### src/rtl/fcart_mem_pkg.sv
`default_nettype none
// ============================================================================
//  Module      : fcart_mem_pkg
//  Description : Shared types for the cartridge memory arbiter: requester
//                identifiers and the arbiter FSM state encoding.
//  Revision    : 1.0 - initial release
// ============================================================================
package fcart_mem_pkg;

    // Requester identifiers, in fixed-priority order (PPU highest).
    typedef enum logic [1:0] {
        REQ_PPU = 2'd0,
        REQ_CPU = 2'd1,
        REQ_MCU = 2'd2
    } req_id_t;

    // Arbiter FSM states.
    typedef enum logic [1:0] {
        ST_IDLE = 2'd0,
        ST_BUSY = 2'd1,
        ST_DONE = 2'd2
    } arb_state_t;

    // Read data returned to a requester whose transaction was aborted.
    localparam logic [7:0] c_TIMEOUT_RDATA = 8'hFF;

endpackage : fcart_mem_pkg
`default_nettype wire

### src/rtl/mem_arbiter.sv
`default_nettype none
// ============================================================================
//  Module      : mem_arbiter
//  Description : Three-port (PPU/CPU/MCU) arbiter onto a single 8-bit memory
//                port. Fixed priority PPU > CPU > MCU with an MCU starvation
//                override and a BUSY watchdog that aborts stuck transactions.
//  Ports       : clk, rst_n                 - clock, async active-low reset
//                {ppu,cpu,mcu}_req/addr     - level requests and addresses
//                {cpu,mcu}_we/wdata         - write select and write data
//                {ppu,cpu,mcu}_ack/rdata    - completion pulse, held read data
//                mem_req/we/addr/wdata      - memory request side
//                mem_ack/rdata              - memory completion, same-cycle data
//                timeout                    - one-cycle abort indication
//  Revision    : 1.0 - initial release
// ============================================================================
module mem_arbiter
    import fcart_mem_pkg::*;
#(
    parameter int ADDR_BITS    = 22,
    parameter int STARVE_LIMIT = 8,
    parameter int TIMEOUT      = 255
) (
    input  logic                 clk,
    input  logic                 rst_n,
    input  logic                 ppu_req,
    input  logic                 cpu_req,
    input  logic                 mcu_req,
    input  logic [ADDR_BITS-1:0] ppu_addr,
    input  logic [ADDR_BITS-1:0] cpu_addr,
    input  logic [ADDR_BITS-1:0] mcu_addr,
    input  logic                 cpu_we,
    input  logic                 mcu_we,
    input  logic [7:0]           cpu_wdata,
    input  logic [7:0]           mcu_wdata,
    output logic                 ppu_ack,
    output logic                 cpu_ack,
    output logic                 mcu_ack,
    output logic [7:0]           ppu_rdata,
    output logic [7:0]           cpu_rdata,
    output logic [7:0]           mcu_rdata,
    output logic                 mem_req,
    output logic                 mem_we,
    output logic [ADDR_BITS-1:0] mem_addr,
    output logic [7:0]           mem_wdata,
    input  logic                 mem_ack,
    input  logic [7:0]           mem_rdata,
    output logic                 timeout
);

    localparam int c_STV_W = $clog2(STARVE_LIMIT + 1);
    localparam int c_WD_W  = (TIMEOUT > 1) ? $clog2(TIMEOUT) : 1;
    localparam logic [c_STV_W-1:0] c_STARVE_MAX = c_STV_W'(STARVE_LIMIT);
    localparam logic [c_WD_W-1:0]  c_WD_LAST    = c_WD_W'(TIMEOUT - 1);

    arb_state_t           r_state;
    req_id_t              r_gnt;
    logic                 r_gnt_we;
    logic                 r_armed;
    logic [c_STV_W-1:0]   r_starve;
    logic [c_WD_W-1:0]    r_wdog;
    logic [7:0]           r_cap;
    logic                 r_mem_req;
    logic                 r_mem_we;
    logic [ADDR_BITS-1:0] r_mem_addr;
    logic [7:0]           r_mem_wdata;
    logic                 r_ppu_ack;
    logic                 r_cpu_ack;
    logic                 r_mcu_ack;
    logic [7:0]           r_ppu_rdata;
    logic [7:0]           r_cpu_rdata;
    logic [7:0]           r_mcu_rdata;
    logic                 r_timeout;

    req_id_t              w_gnt;
    logic                 w_any;
    logic                 w_grant_now;
    logic [ADDR_BITS-1:0] w_addr;
    logic                 w_we;
    logic [7:0]           w_wdata;

    // Grant select. The starvation override is checked first so a saturated
    // counter beats any higher-priority request present in the same cycle.
    always_comb begin
        w_any = ppu_req | cpu_req | mcu_req;
        w_gnt = REQ_MCU;
        if (mcu_req && (r_starve == c_STARVE_MAX)) begin
            w_gnt = REQ_MCU;
        end else if (ppu_req) begin
            w_gnt = REQ_PPU;
        end else if (cpu_req) begin
            w_gnt = REQ_CPU;
        end
    end

    // r_armed blocks the first edge after reset release, so the earliest
    // grant lands on the second edge.
    assign w_grant_now = (r_state == ST_IDLE) && r_armed && w_any;

    always_comb begin
        w_addr  = mcu_addr;
        w_we    = mcu_we;
        w_wdata = mcu_wdata;
        case (w_gnt)
            REQ_PPU: begin
                w_addr  = ppu_addr;
                w_we    = 1'b0;
                w_wdata = 8'h00;
            end
            REQ_CPU: begin
                w_addr  = cpu_addr;
                w_we    = cpu_we;
                w_wdata = cpu_wdata;
            end
            default: ;
        endcase
    end

    always_ff @(posedge clk or negedge rst_n) begin
        if (!rst_n) begin
            r_state     <= ST_IDLE;
            r_gnt       <= REQ_PPU;
            r_gnt_we    <= 1'b0;
            r_armed     <= 1'b0;
            r_starve    <= '0;
            r_wdog      <= '0;
            r_cap       <= 8'h00;
            r_mem_req   <= 1'b0;
            r_mem_we    <= 1'b0;
            r_mem_addr  <= '0;
            r_mem_wdata <= 8'h00;
            r_ppu_ack   <= 1'b0;
            r_cpu_ack   <= 1'b0;
            r_mcu_ack   <= 1'b0;
            r_ppu_rdata <= 8'h00;
            r_cpu_rdata <= 8'h00;
            r_mcu_rdata <= 8'h00;
            r_timeout   <= 1'b0;
        end else begin
            r_armed   <= 1'b1;
            r_ppu_ack <= 1'b0;
            r_cpu_ack <= 1'b0;
            r_mcu_ack <= 1'b0;
            r_timeout <= 1'b0;

            // Saturating count of grants that bypassed a waiting MCU.
            if (!mcu_req) begin
                r_starve <= '0;
            end else if (w_grant_now) begin
                if (w_gnt == REQ_MCU) begin
                    r_starve <= '0;
                end else if (r_starve != c_STARVE_MAX) begin
                    r_starve <= r_starve + 1'b1;
                end
            end

            case (r_state)
                ST_IDLE: begin
                    if (w_grant_now) begin
                        r_gnt       <= w_gnt;
                        r_gnt_we    <= w_we;
                        r_mem_req   <= 1'b1;
                        r_mem_we    <= w_we;
                        r_mem_addr  <= w_addr;
                        r_mem_wdata <= w_wdata;
                        r_wdog      <= '0;
                        r_state     <= ST_BUSY;
                    end
                end
                ST_BUSY: begin
                    if (mem_ack) begin
                        r_mem_req <= 1'b0;
                        r_mem_we  <= 1'b0;
                        r_cap     <= mem_rdata;
                        r_state   <= ST_DONE;
                    end else if (r_wdog == c_WD_LAST) begin
                        r_mem_req <= 1'b0;
                        r_mem_we  <= 1'b0;
                        r_cap     <= c_TIMEOUT_RDATA;
                        r_timeout <= 1'b1;
                        r_state   <= ST_DONE;
                    end else begin
                        r_wdog <= r_wdog + 1'b1;
                    end
                end
                ST_DONE: begin
                    case (r_gnt)
                        REQ_PPU: begin
                            r_ppu_ack   <= 1'b1;
                            r_ppu_rdata <= r_cap;
                        end
                        REQ_CPU: begin
                            r_cpu_ack <= 1'b1;
                            if (!r_gnt_we) r_cpu_rdata <= r_cap;
                        end
                        default: begin
                            r_mcu_ack <= 1'b1;
                            if (!r_gnt_we) r_mcu_rdata <= r_cap;
                        end
                    endcase
                    r_state <= ST_IDLE;
                end
                default: r_state <= ST_IDLE;
            endcase
        end
    end

    assign ppu_ack   = r_ppu_ack;
    assign cpu_ack   = r_cpu_ack;
    assign mcu_ack   = r_mcu_ack;
    assign ppu_rdata = r_ppu_rdata;
    assign cpu_rdata = r_cpu_rdata;
    assign mcu_rdata = r_mcu_rdata;
    assign mem_req   = r_mem_req;
    assign mem_we    = r_mem_we;
    assign mem_addr  = r_mem_addr;
    assign mem_wdata = r_mem_wdata;
    assign timeout   = r_timeout;

endmodule : mem_arbiter
`default_nettype wire
### config.mk
export PLATFORM = sky130hd
export DESIGN_NAME = mem_arbiter
export DESIGN_NICKNAME = d
export VERILOG_FILES = /design/src/rtl/fcart_mem_pkg.sv /design/src/rtl/mem_arbiter.sv
export SDC_FILE = /design/constraint.sdc
export NUM_CORES = 1
export LEC_CHECK = 0
export ABC_AREA = 1
export CAP_MARGIN = 10
export CORE_MARGIN = 2
export CORE_UTILIZATION = 40
export CTS_BUF_LIST = sky130_fd_sc_hd__clkbuf_16
export DETAILED_ROUTE_END_ITERATION = 10
export GPL_TIMING_DRIVEN = 1
export HOLD_SLACK_MARGIN = 0.08
export PLACE_DENSITY_LB_ADDON = 0.2
export SLEW_MARGIN = 20
export SYNTH_ARGS = -nofsm -noshare
export SYNTH_HDL_FRONTEND = slang
export SYNTH_SLANG_ARGS = --single-unit
### constraint.sdc
create_clock -name clk -period 1.7 [get_ports clk]
set_input_delay 0.34 -clock clk [delete_from_list [all_inputs] [get_ports clk]]
set_output_delay 0.34 -clock clk [all_outputs]
set_load 0.01 [all_outputs]
# [After elaboration in Yosys (flattened, before gate mapping)]
# Cells that the tools add are included.
# W data, S select, Z words.
[word_totals] latchBits=0 mem_count=0 regBits=86 output_inout_bits=60 mem_bits_rw=0 romBits=0 word_cells=91
[classes] shifts=0 mux=35 n_div=0 bitwise_logic=4 n_addsub=2 n_eq_ne=14 n_reduce_logical=18 n_lt_le_gt_ge=0 mul=0
[ops] cell="$pmux W22 S2" count=1
[ops] cell="$mux W8" count=5
[ops] cell="$pmux W8 S2" count=2
[ops] cell="$mux W4" count=4
[ops] cell="$mux W1" count=13
[ops] cell="$mux W2" count=6
[ops] cell="$reduce_and A2 Y1" count=5
[ops] cell="$reduce_and A3 Y1" count=3
[ops] cell="$add A8 B1 Y8 const B" count=1
[ops] cell="$eq A8 B8 Y1 const B" count=1
[ops] cell="$eq A2 B1 Y1 const B" count=3
[ops] cell="$logic_not A2 Y1" count=3
[ops] cell="$ne A2 B2 Y1 const B" count=3
[ops] cell="$pmux W1 S2" count=3
[ops] cell="$add A4 B1 Y4 const B" count=1
[ops] cell="$eq A2 B2 Y1 const B" count=2
[ops] cell="$eq A4 B4 Y1 const B" count=1
[ops] cell="$ne A4 B4 Y1 const B" count=1
[ops] cell="$pmux W2 S2" count=1
[ops] cell="$reduce_and A4 Y1" count=1
[ops] cell="$reduce_bool A2 Y1" count=2
[ops] cell="$logic_and A1 B1 Y1" count=3
[ops] cell="$ne A3 B1 Y1 const B" count=1
[ops] cell="$ne A3 B3 Y1 const B" count=1
[ops] cell="4 further kinds" count=6

# [Longest topological paths before layout]
[logic_depth] depth_word=7 ltp_mapped=11

# [Worst setup path after synthesis]
# No wires, ideal clock.
[synth_path] path_type="register -> register" from="register r_starve[0]" to="register r_mem_addr[14] (netlist: mem_addr[14])" setup_slack_ns=0.299 synth_period_minus_slack_ns=1.401 arrival_time_ns=1.284 stages_incl_launch_ff=12 t_required_ns=1.583 cell_sequence="dfrtp_1 inv_1 ha_1 nand2_1 inv_2 nand2_1 buf_4 buf_2 nand3_1 nand3_1 nand2_1 nand2_1"
[synth_between] elab_chain_cells=5
[synth_lines] item="start: declaration" line="mem_arbiter.sv:59" source="logic [c_STV_W-1:0] r_starve;"
[synth_lines] item="start signal: assignment" line="mem_arbiter.sv:152" source="r_starve <= r_starve + 1'b1;"
[synth_lines] item="$eq A4 B4 Y1 *" line="mem_arbiter.sv:86" source="if (mcu_req && (r_starve == c_STARVE_MAX)) begin"
[synth_lines] item="$logic_and A1 B1 Y1 *" line="mem_arbiter.sv:86"
[synth_lines] item="$mux W2 *" line="mem_arbiter.sv:86"
[synth_lines] item="$eq A2 B1 Y1 / $logic_not A2 Y1 (equally long branches)" line="mem_arbiter.sv:103" source="case (w_gnt)"
[synth_lines] item="$pmux W22 S2 *" line="mem_arbiter.sv:103"
[synth_lines] item="end signal: assignment" line="mem_arbiter.sv:163" source="r_mem_addr <= w_addr;"
[synth_lines] item="end: declaration" line="mem_arbiter.sv:64" source="logic [ADDR_BITS-1:0] r_mem_addr;"
# Every way passes the cells marked *; elsewhere a longest branch is shown, timed or not.
# A chain may end at the register's enable or synchronous reset.

# [Final worst setup path]
[layout_path] from="register r_mem_wdata[2] (netlist: mem_wdata[2])" to="output port mem_wdata[2]"
[layout_rtl] item="start: declaration" line="mem_arbiter.sv:65" source="logic [7:0] r_mem_wdata;"
[layout_rtl] item="start signal: assignment" line="mem_arbiter.sv:164" source="r_mem_wdata <= w_wdata;"
[layout_rtl] item="end: declaration" line="mem_arbiter.sv:44" source="output logic [7:0] mem_wdata,"
# No word-level cell between the ends.

==> flow_summary.json <==
{
  "status": "finished clean",
  "ioPinCount": 158,
  "cp_slowest_cell": "clkdlybuf4s50_1",
  "placed_area_sq_um": 5920,
  "stdcell_area_sq_um": 6230,
  "dieArea_sq_um": 11000,
  "first_pass_iters": 4,
  "hold_path_class": "input pin to asynchronous set/reset pin",
  "endpoint": "mem_wdata[2]",
  "max_stage_delay_ns": 0.57,
  "cp_num_cells": 1,
  "skew_ns": 0.00849,
  "postSynthAreaPerCell_sq_um": 8.04,
  "antenna_found_initial": 0,
  "timing.rr.end": "mem_wdata[5]",
  "cp.required_ns": 1.36,
  "numClockSinks": 86,
  "synthArstFlopShare": 1.00,
  "yosys_most_used_dff": "dfrtp_1",
  "power_density_nw_per_um2": 1440,
  "reg2reg_slack_ns": 0.10,
  "use_met1": 0.242,
  "rsz0062_at_grt": "yes",
  "cts_buffers": 9,
  "drt_iter0_drc": 141,
  "yosysTopAreaCell": "dfrtp_1",
  "clockRootBuffer": "clkbuf_16",
  "port_buffers": 157,
  "placed_cells": 800,
  "cp_cell_sequence": "clkdlybuf4s50_1",
  "layoutNonFillerInstCount": 817,
  "ant_nets": 0,
  "worst-path-buf-inv": 1,
  "period_share": 0.946,
  "timing.critical_path.to_type": "primary output",
  "crit_family": "buffers and inverters",
  "drv_slew": 0,
  "core_area_sq_um": 9820,
  "synth_seq_cells": 86,
  "setup_viol": 0,
  "crit_path_start_kind": "flip-flop",
  "ir_worst_vdd_uv": 731,
  "netlist_instances": 506,
  "grt_util_met3": 0.0674,
  "syn_nets": 608,
  "die_h_microns": 105,
  "wl_per_cell_microns": 13.4,
  "cap_violations": 0,
  "clk_pin_slew_ns": 0.07,
  "yosys_warnings": 0,
  "setup_tns_ns": 0,
  "fmax_mhz": 622,
  "grt_pass1_vias": 3938,
  "vias": 3907,
  "crit_fanout": 2,
  "wl_microns": 10900,
  "place_congestion": 0.847,
  "synth_area_sq_um": 4070,
  "use_met2": 0.362,
  "utilization": 0.635,
  "path_class": "flip-flop to primary output",
  "netlist.area_leader.share": 0.529,
  "clock_latency_ns": 0.33,
  "nets": 781,
  "yosysSeqAreaShare": 0.529,
  "diodes": 0,
  "crit_start": "mem_wdata[2]",
  "ys_types": 24,
  "die_x_microns": 105,
  "drive_above_1_share": 0.105,
  "grt.total_usage": 0.206,
  "synth_enable_flop_cells": 0,
  "dpl.hpwl_microns": 8440,
  "synth_area_leaders": "dfrtp_1 (53%), nand2_1 (16%), nand3_1 (13%)",
  "timing.rr.start": "r_starve[0]",
  "grt_first_pass_wirelength_microns": 18400,
  "route.detailed.drc": 0,
  "r2r_cells": 10,
  "post_cts.repair.setup_buffers": 0,
  "power.leakage_nw": 2.95,
  "busiest_layer": "met2",
  "routed_via_density": 4.78,
  "rows": 36,
  "grt_max_degree": 41,
  "critical_path_arrival_ns": 1.27,
  "clockBufferDepth": 2,
  "cts_tree": "done",
  "period_needed_ns": 1.61,
  "cts_htree_levels": 3,
  "area_growth_pct": 53.2,
  "synthTopCellsByCount": "nand2_1 (178), nand3_1 (102), dfrtp_1 (86)",
  "finalHoldViolCount": 0,
  "start_util": 0.414,
  "yosysMostFrequentCell": "nand2_1",
  "grt_remaining_overflow": 0
}
worst reg2reg max path: stages (launching register included):
cell	delay, ns
dfrtp_1	0.38
inv_1	0.09
ha_1	0.21
nand2_1	0.08
inv_2	0.04
nand2_2	0.10
nand2_2	0.10
buf_4	0.17
buf_4	0.15
nand3_1	0.09
nand3_1	0.09
how the worst min path moves through the flow:
stage / end / slack (ns) / from / cells after the start
2_1_floorplan: cpu_ack / 0.04 / rst_n / 0
3_3_place_gp: r_wdog[5] / 0.26 / rst_n / 1
3_5_place_dp: r_wdog[5] / 0.27 / rst_n / 1
4_1_cts: cpu_ack / 0.45 / r_gnt[1] / 1
5_1_grt: cpu_ack / 0.47 / r_gnt[1] / 1
6_report: r_wdog[5] / 0.45 / rst_n / 2
through the flow:
stage | setup slack, ns | hold WS, ns | power, W
after global placement | -0.0771 | 0.263 | 0.00704
after global routing | 0.00149 | 0.474 | 0.00958
after CTS | 0.0445 | 0.452 | 0.00905
after detailed placement | -0.105 | 0.269 | 0.00712
after floorplan | 0.299 | 0.0444 | 0.00502
final | 0.0926 | 0.445 | 0.00895
power breakdown:
| part | switching, W | total (W) | internal, W |
|---|---|---|---|
| Clock | 0.000857 | 0.00188 | 0.00102 |
| Sequential | 0.000442 | 0.00329 | 0.00284 |
| Combinational | 0.00186 | 0.00378 | 0.00192 |
| Total | 0.00316 | 0.00895 | 0.00579 |
state kept, by name (all words and copies together), names as in the netlist, 2 cells and up:
name       flops
r_starve       4
cpu_rdata      8
mcu_rdata      8
r_gnt          2
mem_wdata      8
ppu_rdata      8
r_wdog         8
mem_addr      22
r_cap          8
r_state        2
logic make-up (layout without fill, tap and decap cells):
family,after synthesis,in the layout,synth area share
xor gates and xnor gates,4,4,0.00861
adders and majority gates,4,4,0.0123
other,1,1,0.000922
AOI/OAI and AO/OA,40,40,0.0572
and+or+nand+nor,316,316,0.333
buffers and inverters,55,233,0.0591
DFF,86,86,0.529
layout make-up:
class	count	area, sq um
fillers	896	3590
flip-flops and latches	86	2150
repair buffers	184	1820
multi-input cells	365	1680
clock buffers	9	225
well taps	133	166
inverters	33	124
clock inverters	7	63.8
routing by layer:
layer / wire length (microns) / part of all wire / up-vias
met3: 934 / 0.085 / 14
met4: 133 / 0.012 / 0
met2: 5410 / 0.49 / 147
met5: 0 / 0 / -
met1: 4460 / 0.41 / 1774
li1: - / - / 1972
cell usage in the layout, fill, tap and decap left out, drive strengths merged, types with 2 or more instances in the layout:
cell type        n
clkdlybuf4s50  156
clkbuf           9
nand3          102
nor2            29
ha               4
inv             37
o21ai           30
clkinvlp         2
nand2          183
buf             27
dfrtp           86
xor2             4
nor3             2
a21oi            9
repair_timing:
| action | 4_1_cts | 5_1_grt |
|---|---|---|
| resized for setup | 0 | 4 |
| endpoints found under the setup margin | 0 | 22 |
| endpoints found under the hold margin | 22 | 0 |
| hold buffers | 1 | 0 |
(Power assumes the default switching activity.)
